`config.mk`:
```
export PLATFORM = sky130hd
export DESIGN_NAME = mmio_store_unit
export DESIGN_NICKNAME = d
export VERILOG_FILES = /design/src/rtl/mmio_pkg.sv /design/src/rtl/tx_byte_fifo.sv /design/src/rtl/mmio_store_unit.sv
export SDC_FILE = /design/constraint.sdc
export NUM_CORES = 1
export LEC_CHECK = 0
export CAP_MARGIN = 20
export CORE_MARGIN = 2
export CORE_UTILIZATION = 45
export CTS_BUF_LIST = sky130_fd_sc_hd__clkbuf_4 sky130_fd_sc_hd__clkbuf_8
export CTS_CLUSTER_DIAMETER = 150
export CTS_CLUSTER_SIZE = 30
export DETAILED_ROUTE_END_ITERATION = 6
export GPL_TIMING_DRIVEN = 0
export PLACE_DENSITY_LB_ADDON = 0.15
export SETUP_SLACK_MARGIN = 0.5
export SLEW_MARGIN = 25
export SYNTH_ARGS = -nofsm -noshare
export SYNTH_HDL_FRONTEND = slang
export SYNTH_SLANG_ARGS = --single-unit
```
`constraint.sdc`:
```
create_clock -name clk -period 6 [get_ports clk]
set_input_delay 1.2 -clock clk [delete_from_list [all_inputs] [get_ports clk]]
set_output_delay 1.2 -clock clk [all_outputs]
set_load 0.005 [all_outputs]
```
`src/rtl/mmio_pkg.sv`:
```
// Shared definitions for the store-side memory map: address constants,
// target encoding shared with the load path, and FSM state encodings.
package mmio_pkg;

    localparam logic [15:0] SERIAL_DATA_ADDR  = 16'hBF00;
    localparam logic [15:0] SERIAL_STATE_ADDR = 16'hBF01;
    localparam logic [15:0] GFX_ADDR          = 16'hBF0A;

    typedef enum logic [1:0] {
        RAM              = 2'b00,
        GRAPHIC_CARD     = 2'b01,
        SERIALPORT_DATA  = 2'b10,
        SERIALPORT_STATE = 2'b11
    } target_e;

    typedef enum logic [1:0] {
        RAM_IDLE,
        RAM_SETUP,
        RAM_PULSE,
        RAM_HOLD
    } ram_state_e;

    typedef enum logic [1:0] {
        TX_IDLE,
        TX_START,
        TX_WAIT
    } tx_state_e;

    // Exact match on one of the device addresses; everything else is SRAM.
    function automatic target_e decode_target(
        input logic [15:0] addr,
        input logic [15:0] sdata_addr,
        input logic [15:0] sstate_addr,
        input logic [15:0] gfx_addr
    );
        if (addr == sdata_addr)       return SERIALPORT_DATA;
        else if (addr == sstate_addr) return SERIALPORT_STATE;
        else if (addr == gfx_addr)    return GRAPHIC_CARD;
        else                          return RAM;
    endfunction

endpackage

```
`src/rtl/tx_byte_fifo.sv`:
```
// Byte FIFO buffering serial transmit data between CPU stores and the UART.
module tx_byte_fifo #(
    parameter int unsigned DEPTH = 4
) (
    input  logic                         clk,
    input  logic                         rst,
    input  logic                         push_i,
    input  logic [7:0]                   wdata_i,
    input  logic                         pop_i,
    output logic [7:0]                   rdata_o,
    output logic                         full_o,
    output logic                         empty_o,
    output logic [$clog2(DEPTH):0]       count_o
);

    localparam int unsigned PTR_W = $clog2(DEPTH);
    localparam int unsigned CNT_W = PTR_W + 1;

    logic [7:0]       mem_q [DEPTH];
    logic [PTR_W-1:0] wr_ptr_q, wr_ptr_d;
    logic [PTR_W-1:0] rd_ptr_q, rd_ptr_d;
    logic [CNT_W-1:0] count_q, count_d;
    logic             do_push, do_pop;

    assign full_o  = (count_q == CNT_W'(DEPTH));
    assign empty_o = (count_q == '0);
    assign count_o = count_q;
    assign rdata_o = mem_q[rd_ptr_q];

    assign do_push = push_i & ~full_o;
    assign do_pop  = pop_i & ~empty_o;

    // Pointers wrap naturally because DEPTH is a power of two.
    always_comb begin
        wr_ptr_d = wr_ptr_q;
        rd_ptr_d = rd_ptr_q;
        count_d  = count_q;
        if (do_push) wr_ptr_d = wr_ptr_q + PTR_W'(1);
        if (do_pop)  rd_ptr_d = rd_ptr_q + PTR_W'(1);
        if (do_push && !do_pop)      count_d = count_q + CNT_W'(1);
        else if (!do_push && do_pop) count_d = count_q - CNT_W'(1);
    end

    always_ff @(posedge clk or posedge rst) begin
        if (rst) begin
            wr_ptr_q <= '0;
            rd_ptr_q <= '0;
            count_q  <= '0;
        end else begin
            wr_ptr_q <= wr_ptr_d;
            rd_ptr_q <= rd_ptr_d;
            count_q  <= count_d;
        end
    end

    always_ff @(posedge clk) begin
        if (do_push) mem_q[wr_ptr_q] <= wdata_i;
    end

endmodule

```
`src/rtl/mmio_store_unit.sv`:
```
// Store-side memory map: routes CPU stores to SRAM, the serial transmit FIFO
// or the graphic register, and stalls the pipeline while a store is pending.
module mmio_store_unit #(
    parameter int unsigned WE_CYCLES         = 1,
    parameter int unsigned FIFO_DEPTH        = 4,
    parameter logic [15:0] SERIAL_DATA_ADDR  = mmio_pkg::SERIAL_DATA_ADDR,
    parameter logic [15:0] SERIAL_STATE_ADDR = mmio_pkg::SERIAL_STATE_ADDR,
    parameter logic [15:0] GFX_ADDR          = mmio_pkg::GFX_ADDR
) (
    input  logic        clk,
    input  logic        rst,
    input  logic        wr_req,
    input  logic [15:0] wr_addr,
    input  logic [15:0] wr_data,
    output logic        stall,
    output logic [15:0] ram_addr,
    output logic [15:0] ram_wdata,
    output logic        ram_wdata_oe,
    output logic        ram_ce_n,
    output logic        ram_we_n,
    output logic        ram_busy,
    output logic [7:0]  tx_data,
    output logic        tx_start,
    input  logic        tx_busy,
    output logic        tx_can_write,
    output logic [15:0] gfx_data,
    output logic        gfx_we
);

    import mmio_pkg::*;

    localparam int unsigned CNT_W    = $clog2(FIFO_DEPTH) + 1;
    localparam int unsigned WE_CNT_W = (WE_CYCLES > 1) ? $clog2(WE_CYCLES) : 1;

    target_e             tgt_c;
    ram_state_e          ram_state_q, ram_state_d;
    tx_state_e           tx_state_q, tx_state_d;
    logic [WE_CNT_W-1:0] we_cnt_q, we_cnt_d;
    logic [15:0]         ram_addr_q, ram_addr_d;
    logic [15:0]         ram_wdata_q, ram_wdata_d;
    logic                ram_ce_n_q, ram_we_n_q, ram_oe_q, ram_busy_q;
    logic [15:0]         gfx_data_q, gfx_data_d;
    logic                gfx_we_q, gfx_we_d;
    logic [7:0]          tx_data_q, tx_data_d;
    logic                tx_start_q;
    logic                tx_first_q, tx_first_d;
    logic                fifo_push, fifo_pop, fifo_full, fifo_empty;
    logic [7:0]          fifo_rdata;
    logic [CNT_W-1:0]    fifo_count;

    assign tgt_c = decode_target(wr_addr, SERIAL_DATA_ADDR, SERIAL_STATE_ADDR, GFX_ADDR);

    tx_byte_fifo #(.DEPTH(FIFO_DEPTH)) u_fifo (
        .clk     (clk),
        .rst     (rst),
        .push_i  (fifo_push),
        .wdata_i (wr_data[7:0]),
        .pop_i   (fifo_pop),
        .rdata_o (fifo_rdata),
        .full_o  (fifo_full),
        .empty_o (fifo_empty),
        .count_o (fifo_count)
    );

    // Store decode and SRAM write sequencer; requests are only taken in IDLE.
    always_comb begin
        ram_state_d = ram_state_q;
        we_cnt_d    = we_cnt_q;
        ram_addr_d  = ram_addr_q;
        ram_wdata_d = ram_wdata_q;
        gfx_data_d  = gfx_data_q;
        gfx_we_d    = 1'b0;
        fifo_push   = 1'b0;
        stall       = 1'b0;
        unique case (ram_state_q)
            RAM_IDLE: begin
                if (wr_req) begin
                    unique case (tgt_c)
                        RAM: begin
                            ram_addr_d  = wr_addr;
                            ram_wdata_d = wr_data;
                            stall       = 1'b1;
                            ram_state_d = RAM_SETUP;
                        end
                        SERIALPORT_DATA: begin
                            if (fifo_full) stall     = 1'b1;
                            else           fifo_push = 1'b1;
                        end
                        GRAPHIC_CARD: begin
                            gfx_we_d   = 1'b1;
                            gfx_data_d = wr_data;
                        end
                        default: ;
                    endcase
                end
            end
            RAM_SETUP: begin
                stall       = 1'b1;
                we_cnt_d    = '0;
                ram_state_d = RAM_PULSE;
            end
            RAM_PULSE: begin
                stall = 1'b1;
                if (we_cnt_q == WE_CNT_W'(WE_CYCLES - 1)) ram_state_d = RAM_HOLD;
                else                                      we_cnt_d    = we_cnt_q + WE_CNT_W'(1);
            end
            RAM_HOLD: ram_state_d = RAM_IDLE;
            default:  ram_state_d = RAM_IDLE;
        endcase
    end

    // UART drain; the first TX_WAIT cycle covers the transmitter's busy latency.
    always_comb begin
        tx_state_d = tx_state_q;
        tx_data_d  = tx_data_q;
        tx_first_d = tx_first_q;
        fifo_pop   = 1'b0;
        unique case (tx_state_q)
            TX_IDLE: begin
                if (!fifo_empty && !tx_busy) begin
                    fifo_pop   = 1'b1;
                    tx_data_d  = fifo_rdata;
                    tx_state_d = TX_START;
                end
            end
            TX_START: begin
                tx_first_d = 1'b1;
                tx_state_d = TX_WAIT;
            end
            TX_WAIT: begin
                if (tx_first_q)    tx_first_d = 1'b0;
                else if (!tx_busy) tx_state_d = TX_IDLE;
            end
            default: tx_state_d = TX_IDLE;
        endcase
    end

    always_ff @(posedge clk or posedge rst) begin
        if (rst) begin
            ram_state_q <= RAM_IDLE;
            tx_state_q  <= TX_IDLE;
            we_cnt_q    <= '0;
            ram_addr_q  <= '0;
            ram_wdata_q <= '0;
            ram_ce_n_q  <= 1'b1;
            ram_we_n_q  <= 1'b1;
            ram_oe_q    <= 1'b0;
            ram_busy_q  <= 1'b0;
            gfx_data_q  <= '0;
            gfx_we_q    <= 1'b0;
            tx_data_q   <= '0;
            tx_start_q  <= 1'b0;
            tx_first_q  <= 1'b0;
        end else begin
            ram_state_q <= ram_state_d;
            tx_state_q  <= tx_state_d;
            we_cnt_q    <= we_cnt_d;
            ram_addr_q  <= ram_addr_d;
            ram_wdata_q <= ram_wdata_d;
            ram_ce_n_q  <= (ram_state_d == RAM_IDLE);
            ram_we_n_q  <= (ram_state_d != RAM_PULSE);
            ram_oe_q    <= (ram_state_d != RAM_IDLE);
            ram_busy_q  <= (ram_state_d != RAM_IDLE);
            gfx_data_q  <= gfx_data_d;
            gfx_we_q    <= gfx_we_d;
            tx_data_q   <= tx_data_d;
            tx_start_q  <= (tx_state_d == TX_START);
            tx_first_q  <= tx_first_d;
        end
    end

    assign ram_addr     = ram_addr_q;
    assign ram_wdata    = ram_wdata_q;
    assign ram_ce_n     = ram_ce_n_q;
    assign ram_we_n     = ram_we_n_q;
    assign ram_wdata_oe = ram_oe_q;
    assign ram_busy     = ram_busy_q;
    assign gfx_data     = gfx_data_q;
    assign gfx_we       = gfx_we_q;
    assign tx_data      = tx_data_q;
    assign tx_start     = tx_start_q;
    assign tx_can_write = (fifo_count != CNT_W'(FIFO_DEPTH));

endmodule

```
Word-level counts from Yosys, hierarchy flattened
Memory sizes are Yosys's and may differ from the RTL's. A register that Yosys moved wholly into a read port is not among the register bits. Index checks and enable logic that the tools add are counted.

Input port bits: 36. Bits in registers: 66. Bits in latches: 0. Bits in read-only memories: 0. Memories: 1. Output and inout port bits: 64. RAM bits: 32.

Memories: u_fifo.mem_q (depth 4, width 8, read ports 1, clocked after Yosys merged registers in 1, wr ports 1, line tx_byte_fifo.sv:19) `logic [7:0] mem_q [DEPTH];`.

Add/sub/neg operators: 5. Multiply operators: 0. Bitwise gates (word level): 4. Magnitude comparators: 0. Mux-type cells: 31. Reductions and logical operators: 20. Equal/unequal tests: 14. Div/mod/pow operators: 0. Shift-type cells: 0.

Operators by type and width (number): $eq A16 B16 Y1 const B (3); $mux W2 (8); $mux W1 (15); $eq A2 B1 Y1 const B (4); $eq A2 B2 Y1 const B (4); $logic_not A2 Y1 (4); $pmux W1 S2 (4); $pmux W2 S4 (1); $reduce_bool A2 Y1 (4); $mux W3 (2); $pmux W2 S3 (1); $reduce_and A3 Y1 (2); $add A2 B1 Y2 const B (2); $logic_not A1 Y1 (4); $add A3 B1 Y3 const B (1); $eq A3 B3 Y1 const B (1); $logic_and A1 B1 Y1 (3); $logic_not A3 Y1 (1); $ne A3 B3 Y1 const B (1); $sub A3 B1 Y3 const B (1); $and A1 B1 Y1 (2); $ne A2 B2 Y1 const B (1); $not A1 Y1 (2); $reduce_and A2 Y1 (1); 2 further kinds (2).

Logic depth before layout (Yosys ltp)
Gate-level depths: netlist of run 1.

Depth in word-level cells: 13. Gate-level depth with buffers: 11. Depth with buffers taken out: 10.

Modules after synthesis
Synthesis of run 1 repeated with hierarchy kept, for this count alone.

Cell total of the unflattened synthesis: 258. Area, all modules: 4305.4 µm².

Modules (own cells, without submodules): mmio_store_unit (instances 1, area each 2712.6 µm², cells each 180); tx_byte_fifo (instances 1, area each 1592.8 µm², cells each 78).

Worst setup path before layout of run 1
No wires, ideal clock.

Path type: input port to output port. Start point: input wr_addr[14]. End point: output stall. Required time: 4.800 ns. Cell stages on the path: 5. Arrival: 2.665 ns. Path slack: 2.135 ns. Cell sequence: or4b_1 or4_1 buf_2 nor4_1 nor3_1.

Longest elaborated chain between the ends: 8. Elaborated cells between the ends (all ways): 11.

RTL lines: from (decl) (line mmio_store_unit.sv:13) `input logic [15:0] wr_addr,`; $eq A16 B16 Y1 (line mmio_pkg.sv:38) `else if (addr == gfx_addr) return GRAPHIC_CARD;`; $mux W1 (line mmio_pkg.sv:38); $mux W2 (line mmio_pkg.sv:37) `else if (addr == sstate_addr) return SERIALPORT_STATE;`; $mux W2 (*) (line mmio_pkg.sv:36) `if (addr == sdata_addr) return SERIALPORT_DATA;`; $eq A2 B2 Y1 or $logic_not A2 Y1 (tied branches) (line mmio_store_unit.sv:78) `unique case (tgt_c)`; $pmux W1 S2 (*) (line mmio_store_unit.sv:78); $mux W1 (*) (line mmio_store_unit.sv:77) `if (wr_req) begin`; $pmux W1 S2 (*) (line mmio_store_unit.sv:75) `unique case (ram_state_q)`; to (decl) (line mmio_store_unit.sv:15) `output logic stall,`.

Every way passes the cells marked *; elsewhere a longest branch is shown, timed or not.

Worst setup path after layout of run 1
Same ends and word-level chain as after synthesis.

==> summary.md, run 1 <==
| Metric | Value |
|---|---|
| Crit Path Max Fanout | 5 |
| Total wire length | 8.04 mm |
| CTS resizes | 0 |
| H-Tree Depth | 3 |
| I/O pins | 100 |
| Final Total Pwr | 2.30 mW |
| DR pass1 iterations | 4 |
| Clock sinks | 105 |
| Post-synthesis average cell area | 16.7 um2 |
| Ys async rst share | 0.695 |
| Fmax | 0.207 GHz |
| Remaining DRCs | 0 |
| Die width | 101 um |
| Detail Route Antenna Nets | 0 |
| PwrDens | slightly above 400 nW/um2 |
| Crit path DAT | around 3.6 ns |
| Final Hold Fails | 0 |
| Largest net degree at the start of global routing | 47 |
| Yosys top cell by area | dfrtp_1 |
| Max Buffers Root-to-Sink | 2 |
| Core Area | 9200 um2 |
| Vias per inst | around 5.1 |
| Top cells by area, synth | dfrtp_1, edfxtp_1, mux2_2 |
| Post-synth cell types | 39 |
| Initial Util | 0.464 |
| Peak supply drop | approximately 220 uV |
| Max Cap Viol | 0 |
| Min-Delay Path Class | reg -> reg |
| Tcrit/Tclk final | 0.806 |
| Vias in the first global route | approximately 2600 |
| DIE AREA | 10300 um2 |
| Leakage | between 2 and 2.5 nW |
| Post-synth EDFFs | 32 |
| Antenna diode count | 0 |
| Min setup slack post-route | 1.16 ns |
| Hold Worst Slack | 0.498 ns |
| Mapped Area | 4260 um2 |
| Setup WS pre-CTS | between 1 and 1.5 ns |
| RSZ-0062 raised after global routing | no |
| YS warnings | 0 |
| Initial antenna violation count | 0 |
| Row cnt | 35 |
| CP Class | in -> out |
| Post-CTS Hold Buffers | 0 |
| Clock-pin slew on the worst setup and hold paths | about 0.1 ns |
| DR iter-0 viols | 103 |
| Post-CTS Setup Bufs | 0 |
| First-pass GRT wire length | around 13 mm |
| Post-DP HPWL | around 5.8 mm |
| Final Max Slew Viols | 0 |
| P&R area growth vs syn | 31.8% |
| Tightest Pin Transition | 0.773 ns |
| Crit path time final | 4.84 ns |
| Worst-Skew Late Latency | 0.36 ns |
| Via count | ~2500 |
| Layout cells sized above 1 | 0.253 |
| Syn_nets | 306 |
| Status | finished clean |
| CTS Buf Count | 9 |
| Nets | 417 |
| Wire length per cell | 16.6 um |
| GPL Wtd Cong | around 0.73 |
| Final setup viols | 0 |
| Critical path capture point type | output pin |
| Setup Skew | 0.0159 ns |
| Clock root cell | clkbuf_8 |
| Worst Hold Depth | 1 |
| Req. time, crit path | 4.80 ns |
| Worst Reg-to-Reg Cells | 9 |
| Slew HR | 0.485 |
| Vert. Die Dim | 101 um |
| Sequential area share after synthesis | 0.654 |
| TritonCTS clock tree | done |
| Congestion Overflow GR | 0 |
| Predominant post-synthesis flop cell | dfrtp_1 |
| GRT Resource Usage Total | 0.167 |
| Post-synth top area share | 0.417 |
| PortBufs | 99 |
| Post-synthesis instance total | between 200 and 300 |
| CP startpoint kind | input pin |
| Setup tns final | 0 ns |
| Seq cells post-synth | 105 |
## routing by layer
metal,vias to the layer above,global-route usage,part of all wire
met5,-,0,0
met4,0,0.0593,0.012
met3,8,0.0483,0.059
met2,72,0.257,0.48
met1,1231,0.227,0.45
li1,1146,-,-
## kinds of logic (layout without fill, tap and decap cells)
kind of cell | Yosys count | in the layout | share of synthesized area
DFF | 105 | 105 | 0.654
adders and majority gates | 14 | 14 | 0.0428
buffers and inverters | 21 | 137 | 0.0270
AOI/OAI and AO/OA | 15 | 15 | 0.0255
and+or+nand+nor | 34 | 34 | 0.0470
xor gates and xnor gates | 6 | 6 | 0.0123
muxes | 61 | 61 | 0.191
## where the power goes
group | internal [mW] | switching, mW
clock | 0.164 | 0.261
sequential | 0.925 | 0.100
combinational | 0.550 | 0.302
total | 1.64 | 0.663
## worst paths after layout
kind / from / slack, ns / endpoint
hold reg to reg: u_fifo.count_o[2]$_DFFE_PP0P_ / 0.50 / u_fifo.count_o[2]$_DFFE_PP0P_
hold / removal: u_fifo.count_o[2]$_DFFE_PP0P_ / 0.50 / u_fifo.count_o[2]$_DFFE_PP0P_
setup / recovery: wr_addr[14] / 1.16 / stall
max in group asynchronous: rst / 4.22 / ram_ce_n$_DFF_PP1_
min in group asynchronous: rst / 1.17 / ram_wdata[10]$_DFFE_PP0P_
setup reg to reg: tx_state_q[0]$_DFF_PP0_ / 3.37 / u_fifo.count_o[1]$_DFFE_PP0P_
## state kept, by name, indices dropped and copies added, names as in the netlist, 2 cells and up
signal and count:
u_fifo.count_o 3, u_fifo.rd_ptr_q 2, u_fifo.wr_ptr_q 2, ram_state_q 2, tx_data 8, gfx_data 16, tx_state_q 2, ram_wdata 16
u_fifo.mem_q 32, ram_addr 16
## metrics by stage
stage               instances  cell area [um2]   util
finish                    483             5620  0.611
detailed placement        467             5420  0.590
CTS                       483             5620  0.611
global placement          466             5390  0.587
global route              483             5620  0.611
floorplan                 256             4260      -
## cells in the mapped netlist (5+ instances only)
master / number
edfxtp_1: 32
a22o_1: 5
mux2_4: 10
inv_1: 11
dfrtp_1: 71
and2_1: 6
ha_1: 13
mux2_2: 43
mux4_2: 8
nand2_1: 5
## final cells by class
cell class                 count  area, um2
fill                         710       3570
sequential                   105       2790
multi-input combinational    130       1360
timing repair buffer         100       1020
tap                          111        139
clock buffer                   9        124
clock inverter                 7       73.8
buffer                        10       73.8
inverter                      11       43.8
## critical path: stages
cell and delay (ns):
clkdlybuf4s50_1 0.42, or4b_1 0.56, or4_1 0.47, buf_2 0.17, nor4_1 0.28, nor3_1 0.08
clkdlybuf4s50_1 0.46
## placed cells by master (no fill, tap or decap), types with 5 or more instances in the layout
master,Yosys,routed
a22o_1,5,5
and2_1,6,6
clkbuf_8,0,9
clkdlybuf4s50_1,0,99
dfrtp_1,71,71
edfxtp_1,32,32
ha_1,13,13
inv_1,11,10
mux2_2,43,43
mux2_4,10,10
mux4_2,8,8
nand2_1,5,5
Power figures use the tool's default switching activity.
==> run 2, diff against run 1 <==
clock period = 4.7 ns   (was 6 ns; I/O delays follow)
==> run 2 against run 1 <==
Against the previous run: non-clock buffer count stayed put; core utilization increased by 0.12 points; hold slack is essentially flat; cell count did not move; wire length up 0.25%; critical endpoint unchanged; sequential cell count did not move; critical path type unchanged; die area did not move; power is 28% higher; clock skew hardly changed; global-route usage is essentially flat; register-to-register slack worse by 1.3 ns.
==> summary.md, run 2 (synthesized netlist as in run 1, its figures left out) <==
| Metric | Value |
|---|---|
| Biggest register | u_fifo.mem_q |
| Global route hottest layer | met2 |
| Req. time, crit path | 3.76 ns (-1.04 ns) |
| Detail Route Antenna Nets | 0 (unchanged) |
| Fillers | 706 (-0.56%) |
| Post-CTS Setup Bufs | 0 (unchanged) |
| Peak supply drop | 275 uV (+28%) |
| Reg2reg setup slack | 2.07 ns (-1.30 ns) |
| Commonest non-fill, non-tap cell in the layout | clkdlybuf4s50_1 |
| Via count | 2457 (unchanged) |
| Wire length per cell | 16.7 um (+0.25%) |
| I/O pins | 100 (unchanged) |
| Critical path capture point type | output pin |
| Final setup viols | 0 (unchanged) |
| Final Max Slew Viols | 0 (unchanged) |
| Post-CTS Hold Buffers | 0 (unchanged) |
| Crit. Startpoint | wr_addr[14] |
| DIE AREA | 10300 um2 (unchanged) |
| Antenna diode count | 0 (unchanged) |
| Congestion Overflow GR | 0 (unchanged) |
| Worst Reg-to-Reg Cells | 9 (unchanged) |
| Post-DP HPWL | 5.80 mm (unchanged) |
| Final Hold Fails | 0 (unchanged) |
| Vias per inst | 5.09 (unchanged) |
| Vert. Die Dim | 101 um (unchanged) |
| P&R area growth vs syn | 32.1% |
| GRT met2 Usage | 0.258 (+0.00102) |
| Most frequent cells in the layout | clkdlybuf4s50_1, dfrtp_1, mux2_2, edfxtp_1, ha_1 |
| Met3 usage | 0.0483 (unchanged) |
| CP startpoint kind | input pin |
| Design Area, Final | 5630 um2 (+0.20%) |
| Nets | 417 (unchanged) |
| Largest net degree at the start of global routing | 47 (unchanged) |
| Largest register FFs | 32 (unchanged) |
| Core Area | 9200 um2 (unchanged) |
| Slew HR | 0.485 (about the same) |
| DR pass1 iterations | 4 (unchanged) |
| PortBufs | 99 (unchanged) |
| Crit Path Max Fanout | 5 (unchanged) |
| Crit path DAT | 3.13 ns (-0.51 ns) |
| First-pass GRT wire length | 12.9 mm (+0.22%) |
| Max Buffers Root-to-Sink | 2 (unchanged) |
| Footprint of the multi-input gates | 1370 um2 (+0.74%) |
| Tcrit/Tclk final | 0.865 |
| Worst Hold Depth | 1 (unchanged) |
| RSZ-0062 raised after global routing | no |
| Setup tns final | 0 ns (unchanged) |
| Max Cap Viol | 0 (unchanged) |
| Clock root cell | clkbuf_8 |
| Final Total Pwr | 2.94 mW (+28%) |
| Tightest Pin Transition | 0.773 ns (-0.00000101 ns) |
| Die width | 101 um (unchanged) |
| Storage cell area | 2790 um2 (unchanged) |
| Status | finished clean |
| GRT Resource Usage Total | 0.167 (+0.000297) |
| Worst-Skew Late Latency | 0.36 ns (about the same) |
| Layout cells sized above 1 | 0.258 (+0.00538) |
| CTS resizes | 4 (+4) |
| DR iter-0 viols | 108 (+4.9%) |
| Vias in the first global route | 2559 (+0.27%) |
| Min-Delay Path Class | reg -> reg |
| Initial antenna violation count | 0 (unchanged) |
| Worst r2r src | tx_state_q[0]$_DFF_PP0_ |
| Placed cell areas | 5420 um2 (unchanged) |
| Initial Util | 0.464 (unchanged) |
| Setup Skew | 0.0156 ns (-0.000314 ns) |
| Hold path endpoint | u_fifo.count_o[2]$_DFFE_PP0P_ |
| Crit path time final | 4.07 ns |
| Clock-pin slew on the worst setup and hold paths | 0.10 ns (about the same) |
| CP Class | in -> out |
| Met1 Track Usage GR | 0.227 (unchanged) |
| Fmax | 0.246 GHz |
| TritonCTS clock tree | done |
| Worst hold start | u_fifo.count_o[2]$_DFFE_PP0P_ |
| Leakage | 2.31 nW (+0.24%) |
| Total wire length | 8.06 mm (+0.25%) |
| CTS Buf Count | 9 (unchanged) |
| Row cnt | 35 (unchanged) |
| GPL Wtd Cong | 0.729 (unchanged) |
| Remaining DRCs | 0 (unchanged) |
| Worst flop-to-flop path endpoint | u_fifo.count_o[1]$_DFFE_PP0P_ |
| H-Tree Depth | 3 (unchanged) |
| Clock sinks | 105 (unchanged) |
| PwrDens | 521 nW/um2 (+27%) |
## run 2: cell types whose count changed in the layout (fill, tap and decap cells not counted)
cell             delta
buf_2               -1
buf_4               +1
clkdlybuf4s50_1     -1
dlygate4sd2_1       +1
nor4_1              -1
nor4_2              +1
or4b_1              -1
or4b_4              +1
## run 2: routing by layer
| metal | vias up | wire, um | part of all wire |
|---|---|---|---|
| met5 | - | 0 | 0 |
| met4 | 0 | 100 | 0.012 |
| met3 | 8 | 473 | 0.059 |
| met2 | 70 | 3870 | 0.48 |
| met1 | 1232 | 3610 | 0.45 |
| li1 | 1147 | - | - |
## run 2: layout make-up
type	instances	area share
clock inverters	7	0.0131
inverters	11	0.00777
well taps	111	0.0247
flip-flops and latches	105	0.495
clock buffers	9	0.0220
plain buffers	10	0.0135
multi-input cells	130	0.243
repair buffers	100	0.181
## run 2: critical path: stages
cell and delay [ns]:
clkdlybuf4s50_1 0.42, or4b_4 0.55, or4_1 0.47, buf_4 0.17, nor4_2 0.23, nor3_1 0.07, dlygate4sd2_1 0.27
## run 2: power by group
group	internal [mW]	total, mW	switching (mW)	leakage, nW
combinational	0.697	1.08	0.388	1.03
clock	0.209	0.542	0.333	0.0942
sequential	1.18	1.31	0.128	1.19
## run 2: worst max-delay path by stage
stage                                                to  slack [ns]  depth (start not counted)
final                                             stall        0.63                          7
after global routing                              stall        0.54                          7
after CTS                                         stall        0.61                          7
after detailed placement                          stall        0.37                          7
after global placement                            stall        0.39                          7
after floorplan           u_fifo.count_o[2]$_DFFE_PP0P_        1.21                         10
## run 2: per-stage QoR
stage               setup WS [ns]  std cells  hold slack (ns)  utilization
floorplan                    1.21        256            0.456            -
global placement            0.386        466            0.474        0.587
detailed placement          0.370        467            0.485        0.590
CTS                         0.609        483            0.500        0.613
global route                0.545        483            0.517        0.613
finish                      0.634        483            0.498        0.613
